`src/rtl/arm_immed_encoder.sv`:
```
// Iterative search for the ARM rotated-immediate encoding of a 32-bit constant,
// checking LANES even rotations per cycle and optionally retrying with ~value.
module arm_immed_encoder #(
    parameter int LANES        = 1,
    parameter bit ALLOW_INVERT = 1
) (
    input  logic        clk,
    input  logic        rst,
    input  logic        start_valid,
    output logic        start_ready,
    input  logic [31:0] value,
    input  logic        try_invert,
    output logic        done_valid,
    input  logic        done_ready,
    output logic [11:0] encoded,
    output logic        found,
    output logic        inverted
);

    typedef enum logic [1:0] {IDLE, SEARCH, DONE} state_t;

    state_t      state;
    logic [31:0] val_q;
    logic        inv_en;
    logic        phase_inv;
    logic [3:0]  rot;

    logic        accept;
    logic [31:0] src;
    logic [31:0] cand;
    logic [3:0]  lane_rot;
    logic        hit;
    logic [3:0]  hit_rot;
    logic [7:0]  hit_imm;
    logic        last_group;

    // ROL by 2*r; the upper half of the doubled word handles r == 0 cleanly.
    function automatic logic [31:0] rol_even(input logic [31:0] v, input logic [3:0] r);
        logic [63:0] w;
        w = {v, v} << {r, 1'b0};
        return w[63:32];
    endfunction

    assign accept = (state == IDLE) && start_valid && start_ready;

    // Scan lanes from high to low so the lowest hitting rotation is kept.
    always_comb begin
        src      = phase_inv ? ~val_q : val_q;
        cand     = '0;
        lane_rot = '0;
        hit      = 1'b0;
        hit_rot  = '0;
        hit_imm  = '0;
        for (int l = LANES - 1; l >= 0; l--) begin
            lane_rot = rot + 4'(l);
            cand     = rol_even(src, lane_rot);
            if (cand[31:8] == 24'd0) begin
                hit     = 1'b1;
                hit_rot = lane_rot;
                hit_imm = cand[7:0];
            end
        end
        last_group = ({1'b0, rot} + 5'(LANES)) >= 5'd16;
    end

    always_ff @(posedge clk) begin
        if (rst) begin
            state       <= IDLE;
            start_ready <= 1'b1;
            done_valid  <= 1'b0;
            encoded     <= '0;
            found       <= 1'b0;
            inverted    <= 1'b0;
        end else begin
            case (state)
                IDLE: begin
                    if (accept) begin
                        start_ready <= 1'b0;
                        state       <= SEARCH;
                    end else begin
                        start_ready <= 1'b1;
                    end
                end
                SEARCH: begin
                    if (hit) begin
                        state      <= DONE;
                        done_valid <= 1'b1;
                        encoded    <= {hit_rot, hit_imm};
                        found      <= 1'b1;
                        inverted   <= phase_inv;
                    end else if (last_group && !(!phase_inv && inv_en)) begin
                        state      <= DONE;
                        done_valid <= 1'b1;
                        encoded    <= '0;
                        found      <= 1'b0;
                        inverted   <= 1'b0;
                    end
                end
                DONE: begin
                    // start_ready is re-raised one cycle after returning to IDLE.
                    if (done_ready) begin
                        state      <= IDLE;
                        done_valid <= 1'b0;
                    end
                end
                default: state <= IDLE;
            endcase
        end
    end

    always_ff @(posedge clk) begin
        if (accept) begin
            val_q     <= value;
            inv_en    <= try_invert & ALLOW_INVERT;
            rot       <= '0;
            phase_inv <= 1'b0;
        end else if (state == SEARCH && !hit) begin
            if (!last_group) begin
                rot <= rot + 4'(LANES);
            end else if (!phase_inv && inv_en) begin
                phase_inv <= 1'b1;
                rot       <= '0;
            end
        end
    end

endmodule

```
`config.mk`:
```
export PLATFORM = sky130hd
export DESIGN_NAME = arm_immed_encoder
export DESIGN_NICKNAME = d
export VERILOG_FILES = /design/src/rtl/arm_immed_encoder.sv
export SDC_FILE = /design/constraint.sdc
export NUM_CORES = 1
export LEC_CHECK = 0
export CORE_UTILIZATION = 30
export CTS_CLUSTER_DIAMETER = 80
export DETAILED_ROUTE_END_ITERATION = 12
export PLACE_DENSITY = 0.49
export SKIP_LAST_GASP = 1
export SLEW_MARGIN = 20
export SYNTH_ARGS = -nofsm -noshare
export SYNTH_HDL_FRONTEND = slang
export SYNTH_SLANG_ARGS = --single-unit
```
`constraint.sdc`:
```
create_clock -name clk -period 7.6 [get_ports clk]
set_input_delay 2.28 -clock clk [delete_from_list [all_inputs] [get_ports clk]]
set_output_delay 2.28 -clock clk [all_outputs]
set_load 0.01 [all_outputs]
```
Yosys cells after proc, flatten, opt, wreduce, memory -nomap -nowiden --
Index checks and enable logic that the tools add are counted. Widths: inputs -> output; s select.
Word-level totals: bits in registers 56, bits of input ports 37, output and inout bits 16, logic and storage cells 59
Cells by class: $add $sub $neg 2, magnitude comparators 1, equal/unequal tests 6, shift-type cells 1, mux-type cells 21, bitwise operators 1, reduce and logical (&&, ||, !) cells 17
Operators with widths (number):
- $shl 64x5->64 | 1
- $mux 32 | 1
- $not 32->32 | 1
- $logic_not 24->1 | 1
- $mux 12 | 2
- $mux 4 | 3
- $reduce_and 3->1 | 3
- $mux 1 | 8
- $mux 2 | 4
- $mux 8 | 1
- $pmux 2 s3 | 1
- $add 4x1->5 const B | 1
- $ge 5x5->1 const B | 1
- $logic_and 1x1->1 | 5
- $add 4x1->4 const B | 1
- $ne 2x2->1 const B | 2
- $reduce_and 2->1 | 2
- $reduce_bool 2->1 | 2
- $logic_not 1->1 | 3
- $ne 3x3->1 const B | 1
- $eq 2x1->1 const B | 1
- $eq 2x2->1 const B | 1
- $logic_not 2->1 | 1
- $ne 2x1->1 const B | 1
- $pmux 1 s2 | 1

Longest topological paths before layout --
Gate-level depths: netlist (run 1).
depth in word-level cells 8, depth in mapped cells 15, gate-level depth less buffers 9

Worst setup path after synthesis (run 1) --
OpenSTA, ideal clock, no wires.
kind input to register, start input start_valid, end register inv_en (enable), setup time 0.388 ns, data arrival time 3.156 ns, data required time 7.212 ns, setup slack 4.056 ns, cell stages on the path 2, path buffers 0, cell sequence nand3_1 > inv_1
On the way: cells in the longest elaborated chain, start to end 2
RTL lines:
- start, declared | line 9 | input logic start_valid,
- $logic_and 1x1->1 (2 in a row) | line 44 | assign accept = (state == IDLE) && start_valid && start_ready;
- net accept | line 28 | logic accept;
- end signal, assigned | line 114 | inv_en <= try_invert & ALLOW_INVERT;
- end, declared | line 24 | logic inv_en;
The timed path passes the listed nets, and every way through them passes these cells. A chain may end at the register's enable or synchronous reset.

Final worst setup path (run 1) --
start register rot[0], end register encoded[7]
On the way: cells in the longest elaborated chain, start to end 5, elaborated cells on any way between the ends 10, classes of those cells add/sub: 1; order compare: 1; shift: 1; mux: 3; reduce/logical: 4
RTL lines:
- start, declared | line 26 | logic [3:0] rot;
- start signal, assigned | line 119 | rot <= rot + 4'(LANES);
- $add 4x1->5 / $shl 64x5->64 (equally long branches) | line 63, 40
- $ge 5x5->1 / $logic_not 24->1 (equally long branches) | line 63, 57
- $logic_and 1x1->1 / $mux 1 (equally long branches) | line 91, 57
- $reduce_bool 2->1 (no line)
- $reduce_and 2->1 (no line)
- end signal, assigned | line 88 | encoded <= {hit_rot, hit_imm};
- end, declared | line 15 | output logic [11:0] encoded,
Several ways; a longest one is shown, not always the timed one.

==> impl_metrics.py, run 1 <==
metrics = {
    "worst_setup_path": {
        "rr_worst_depth": 10,
        "critPathRequiredTime_ns": 7.83,
        "r2r_start": "rot[0]",
        "ff2ff_setup_slack_ns": 3.46,
        "cp_cell_sequence": "buf_4 -> mux2i_1 -> nor2_1 -> mux4_2 -> a32o_1 -> o2111ai_1 -> o31ai_2 -> o21ai_1 -> nand2_1 -> a31oi_1",
        "max_stage_delay_ns": 0.85,
        "crit_fanout": 38,
        "critPathArrivalTime_ns": 4.37,
        "endpoint_kind": "flip-flop",
        "critPathSlowestCell": "dfxtp_2",
        "r2r-end": "encoded[7]",
        "path_class": "reg2reg",
        "start_kind": "flip-flop",
    },
    "sta": {
        "skew_ns": 0.00964,
        "worst_slew_pin_slew_ns": 0.857,
        "min_period_over_period": 0.544,
        "slew_viol_final": 0,
        "max_freq_mhz": 242,
        "setup_tns_ns": 0,
        "setup_violations": 0,
        "hold_viol": 0,
        "rsz0062_at_grt": "false",
        "fin_crit_ns": 4.14,
        "slew-limit-headroom": 0.425,
    },
    "hold_path": {
        "whs_path_depth": 2,
        "worst_hold_path_type": "reg2reg",
        "whs_endpoint": "found",
        "hold_start": "found",
    },
    "synthesis": {
        "synth-compound-area-share": 0.111,
        "synth_cell_types": 56,
        "netlist_area_mm2": 0.00442,
        "yosysSeqAreaShare": 0.329,
        "avgSynthCellArea_um2": 10.3,
        "synth_top_area_cell": "edfxtp_1",
        "synthMuxAreaShare": 0.285,
        "synthFlopType": "edfxtp_1",
        "synth_edf_count": 33,
        "synth-seq-cells": 56,
        "ys_async_sr_fraction": 0,
        "synth_top_area_frac": 0.224,
        "synthTopCellsByArea": "edfxtp_1, mux2i_1, mux4_2",
        "synth_nets": 469,
        "synth_xor_area_frac": 0.0396,
        "syn_inst": 431,
        "yosys_warnings": 0,
        "yosys.area_share.simple": 0.174,
        "synth_top_family_by_area": "multiplexers",
        "synth_fa_ha_area_frac": 0.00283,
        "yosysMostFrequentCell": "mux2i_1",
        "synth_common_cells": "mux2i_1, edfxtp_1, nand2_1, dfxtp_1, mux4_2",
    },
    "clocking": {
        "clock_latency_ns": 0.32,
        "root_buffer": "clkbuf_16",
        "cts_buffer_depth": 2,
        "numCtsBuffers": 5,
        "cts-resized-gates": 0,
        "cts_setup_buffers": 0,
        "holdBufCountCts": 0,
        "cts_tree": "built",
        "cts_htree_levels": 2,
        "clkSlewWorstSetupHoldPaths_ns": 0.08,
        "cts.sinks": 56,
    },
    "drt": {
        "wl_met2_mm": 5.68,
        "avgViaCountPerCell": 5.50,
        "wl_met1_mm": 5.12,
        "wl_met3_um": 553,
        "top_layer": "met4",
        "ant_nets": 0,
        "dr.first_iter.drc_count": 241,
        "wl_per_cell_um": 18.0,
        "firstDrtPassIters": 4,
        "drcViolationCount": 0,
        "routed_wl_mm": 11.6,
        "route.vias.total": 3526,
    },
    "pwr": {
        "leakage_uw": 0.00166,
        "irDropWorstVdd_v": 0.0000908,
        "power_density_mw_per_mm2": 237,
    },
    "placement": {
        "gp_congestion": 0.927,
        "dpl.hpwl_mm": 8.31,
        "portBuffers": 52,
        "placed_area_mm2": 0.00497,
    },
    "final_layout": {
        "antenna_cells": 0,
        "drive_above_1_share": 0.139,
        "final_cell_area_mm2": 0.00512,
        "nFillCells": 1463,
        "synthToLayoutAreaGrowth_pct": 16.0,
        "final_nets": 498,
    },
    "grt": {
        "grt_pass1_vias": 3325,
        "grt_pass1_wl_mm": 18.4,
        "grt_usage": 0.162,
        "grt.overflow.total": 0,
        "antenna_found_initial": 0,
        "grt_max_degree": 53,
    },
    "floorplan": {
        "dieHeight_um": 123,
        "row_count": 43,
        "die_w_um": 123,
        "start_util": 0.313,
        "dieArea_mm2": 0.0152,
        "pin_count": 53,
        "core-area_mm2": 0.0141,
    },
    "run": {
        "max_cap_violations": 0,
    },
    "outcome": {
        "status": "finished, final reports clean",
    },
}
[worst max-delay path, delay by kind of cell, from the launching register on]
kind | cells | cell delay (ns)
and+or+nand+nor | 2 | 0.21
AOI/OAI and AO/OA | 5 | 1.46
buffers and inverters | 1 | 0.58
muxes | 2 | 0.94
DFF | 1 | 0.85
[how the worst max path moves through the flow]
stage	startpoint	end	slack, ns	cells after the start
6_report	rot[0]	encoded[7]	3.46	10
5_1_grt	rot[0]	encoded[3]	3.04	10
4_1_cts	rot[0]	encoded[7]	3.47	10
3_5_place_dp	rot[0]	encoded[3]	3.50	10
3_3_place_gp	rot[0]	encoded[6]	3.46	10
2_1_floorplan	start_valid	inv_en	4.06	2
[power breakdown]
part | internal, µW | switching [µW]
Combinational | 281 | 278
Sequential | 351 | 57.6
Clock | 126 | 122
Total | 757 | 458
[metal layers]
metal / vias to the layer above / GRT usage
met1: 1717 / 0.210
met3: 14 / 0.0323
li1: 1706 / -
met5: - / 0
met2: 89 / 0.264
met4: 0 / 0.0610
[area by class of cell]
cell class              count  area [µm²]  share of cell area
multi-input cells         333        2710               0.529
flip-flops and latches     56        1450               0.284
inverters                   7        26.3             0.00513
clock buffers               5         125              0.0244
clock inverters             3        26.3             0.00513
repair buffers             57         558               0.109
well taps                 180         225              0.0440
[layout by cell type (no fill, tap or decap), drive strengths merged, types with 4 or more instances in the layout]
cell / netlist / final
nand3: 19 / 19
nor2: 21 / 21
a211oi: 5 / 5
dfxtp: 23 / 23
edfxtp: 33 / 33
and2: 6 / 6
or2: 4 / 4
a21oi: 10 / 10
mux4: 23 / 23
clkbuf: 6 / 5
buf: 29 / 5
and3: 9 / 9
nand2: 32 / 32
nand2b: 8 / 8
nor3: 19 / 19
a31oi: 18 / 18
inv: 7 / 9
mux2i: 54 / 54
o21ai: 11 / 11
mux2: 18 / 18
nand3b: 12 / 12
o22ai: 7 / 7
xnor2: 20 / 20
clkdlybuf4s50: 0 / 52
[sequential cells by signal (all words and copies together), names as in the netlist]
register and count:
val_q 32, encoded 12, rot 4, state 2, done_valid 1, found 1, inv_en 1, inverted 1
phase_inv 1, start_ready 1
[through the flow]
| step | worst slack (ns) | hold WS (ns) | cells | power [µW] | util |
|---|---|---|---|---|---|
| 2_1_floorplan | 4.06 | 0.495 | 431 | 854 | - |
| 3_3_place_gp | 3.46 | 0.466 | 633 | 969 | 0.353 |
| 3_5_place_dp | 3.50 | 0.476 | 633 | 973 | 0.353 |
| 4_1_cts | 3.47 | 0.487 | 641 | 1220 | 0.363 |
| 5_1_grt | 3.04 | 0.517 | 641 | 1290 | 0.363 |
| 6_report | 3.46 | 0.480 | 641 | 1210 | 0.363 |
[cells by family (layout without fill, tap and decap cells)]
family | after synthesis | count (layout)
flip-flops | 56 | 56
AO/OA/AOI/OAI | 71 | 71
adder cells (fa/ha/maj) | 1 | 1
XOR/XNOR | 20 | 20
multiplexers | 95 | 95
AND/OR/NAND/NOR | 146 | 146
buffers and inverters | 42 | 72
No activity file was read; power rests on OpenSTA's default activity.
==> inputs of run 2 (changes only) <==
Settings changed: PLACE_DENSITY 0.49 to 0.51.
Clock period 7.6 ns to 3.3 ns, I/O delays scaled along.
==> impl_metrics.py, run 2 (synthesis results as in run 1) <==
metrics = {
    "outcome": {
        "status": "finished, final reports clean",
    },
    "hold_path": {
        "whs_path_depth": 2,
        "hold_start": "done_valid",
        "whs_endpoint": "done_valid",
        "worst_hold_path_type": "reg2reg",
    },
    "sta": {
        "worst_slew_pin_slew_ns": 0.784,
        "slew-limit-headroom": 0.477,
        "slew_viol_final": 0,
        "setup_ws_ns": 0.268,
        "max_freq_mhz": 330,
        "rsz0062_at_grt": "false",
        "fin_crit_ns": 3.03,
        "hold_viol": 0,
        "setup_tns_ns": 0,
        "setup_violations": 0,
        "min_period_over_period": 0.919,
        "skew_ns": 0.00754,
    },
    "final_layout": {
        "final_nets": 520,
        "layout_common_cells": "mux2i_1, clkdlybuf4s50_1, edfxtp_1",
        "drive_above_1_share": 0.176,
        "largest-register": "val_q",
        "final_common_cell": "mux2i_1",
        "largest_reg_flops": 32,
        "synthToLayoutAreaGrowth_pct": 22.1,
        "reg_top3": "val_q (32), encoded (12), rot (4)",
        "antenna_cells": 0,
    },
    "clocking": {
        "cts.sinks": 56,
        "clock_latency_ns": 0.31,
        "cts_tree": "built",
        "numCtsBuffers": 5,
        "cts_setup_buffers": 0,
        "clkSlewWorstSetupHoldPaths_ns": 0.08,
        "cts_htree_levels": 2,
        "cts_buffer_depth": 2,
        "root_buffer": "clkbuf_16",
    },
    "placement": {
        "portBuffers": 52,
        "gp_congestion": 0.854,
        "pre_cts_slack_ns": 0.146,
        "dpl.hpwl_mm": 8.95,
    },
    "drt": {
        "route.vias.total": 3685,
        "wl_per_cell_um": 18.1,
        "drcViolationCount": 0,
        "firstDrtPassIters": 5,
        "ant_nets": 0,
        "routed_wl_mm": 12.0,
        "avgViaCountPerCell": 5.56,
        "dr.first_iter.drc_count": 277,
    },
    "grt": {
        "grt_pass1_wl_mm": 19.7,
        "grt_pass1_vias": 3542,
        "grt.busiest_layer": "met2",
        "antenna_found_initial": 0,
        "grt.overflow.total": 0,
        "grt_usage": 0.170,
        "grt_max_degree": 38,
        "met2_usage": 0.273,
        "grt_use_met1": 0.229,
        "grtUsageMet3": 0.0300,
    },
    "worst_setup_path": {
        "r2r-end": "rot[2]",
        "ff2ff_setup_slack_ns": 0.27,
        "critPathRequiredTime_ns": 3.51,
        "critPathArrivalTime_ns": 3.25,
        "r2r_start": "rot[0]",
        "rr_worst_depth": 11,
        "path_class": "reg2reg",
        "endpoint_kind": "flip-flop",
        "max_stage_delay_ns": 0.47,
        "cp_cell_sequence": "buf_12 -> mux2i_1 -> nor2_1 -> mux4_2 -> a32o_1 -> o2111ai_1 -> o31ai_2 -> nand3_1 -> buf_4 -> and4_1 -> mux2i_1",
        "critPathSlowestCell": "mux4_2",
        "crit_path_frequent_cell": "mux2i_1",
        "crit_fanout": 17,
        "start_kind": "flip-flop",
    },
    "pwr": {
        "seq_power_share": 0.312,
        "netSwitchingFraction": 0.363,
        "irDropWorstVdd_v": 0.000260,
        "power_density_mw_per_mm2": 544,
        "total_power_uw": 2940,
        "p_comb_frac": 0.488,
        "leakage_uw": 0.00179,
        "p_int_uw": 1870,
        "pwr-share-clk": 0.200,
        "switchingPower_uw": 1060,
    },
    "floorplan": {
        "row_count": 43,
        "pin_count": 53,
        "die_w_um": 123,
        "dieArea_mm2": 0.0152,
        "start_util": 0.313,
        "dieHeight_um": 123,
        "core-area_mm2": 0.0141,
    },
    "run": {
        "max_cap_violations": 0,
    },
}
-- run 2: cell types whose count changed in the layout (fill, tap and decap cells not counted), moves of 2 or more --
cell	before	now
dfxtp_2	2	0
buf_4	5	20
dfxtp_4	0	2
buf_12	0	7
a2111oi_1	0	3
clkbuf_1	0	2
a2111oi_0	3	0
-- run 2: cell type report --
type                       count  area [µm²]
inverter                       7        26.3
tap                          180         225
fill                        1401        8700
clock buffer                   8         158
timing repair buffer          79         811
multi-input combinational    333        2720
sequential                    56        1460
-- run 2: metal layers --
layer / vias to the layer above / part of all wire
li1: 1759 / -
met1: 1771 / 0.46
met2: 132 / 0.47
met3: 23 / 0.048
met4: 0 / 0.027
met5: - / 0
-- run 2: stage by stage --
step | hold WS, ns | std cells | area [µm²] | utilization
CTS | 0.487 | 663 | 5380 | 0.382
finish | 0.483 | 663 | 5400 | 0.383
global route | 0.512 | 663 | 5400 | 0.383
detailed placement | 0.477 | 655 | 5230 | 0.371
global placement | 0.468 | 655 | 5230 | 0.371
floorplan | 0.495 | 431 | 4420 | -
-- run 2: worst max path at each step --
stage / slack (ns) / start / end
finish: 0.27 / rot[0] / rot[2]
CTS: 0.13 / rot[0] / encoded[0]
global placement: 0.05 / rot[0] / rot[2]
floorplan: 0.47 / rot[0] / encoded[0]
detailed placement: 0.15 / rot[0] / encoded[0]
global route: 0.06 / rot[0] / encoded[8]
-- run 2: power groups by stage --
stage          combinational, µW  sequential, µW  clock, µW
2_1_floorplan               1090             874          0
3_3_place_gp                1420             926          0
3_5_place_dp                1430             930          0
4_1_cts                     1430             915        610
5_1_grt                     1560             930        638
6_report                    1430             917        587
-- run 2: worst max-delay path: cells and delay by family, from the launching register on --
kind	cells	cell delay, ns
muxes	3	1.15
and+or+nand+nor	3	0.44
AOI/OAI and AO/OA	3	0.55
buffers and inverters	2	0.33
DFF	1	0.46
-- run 2: what timing repair did --
item,4_1_cts,5_1_grt
hold buffers,0,0
endpoints found under the setup margin,0,21
resized for setup,0,6
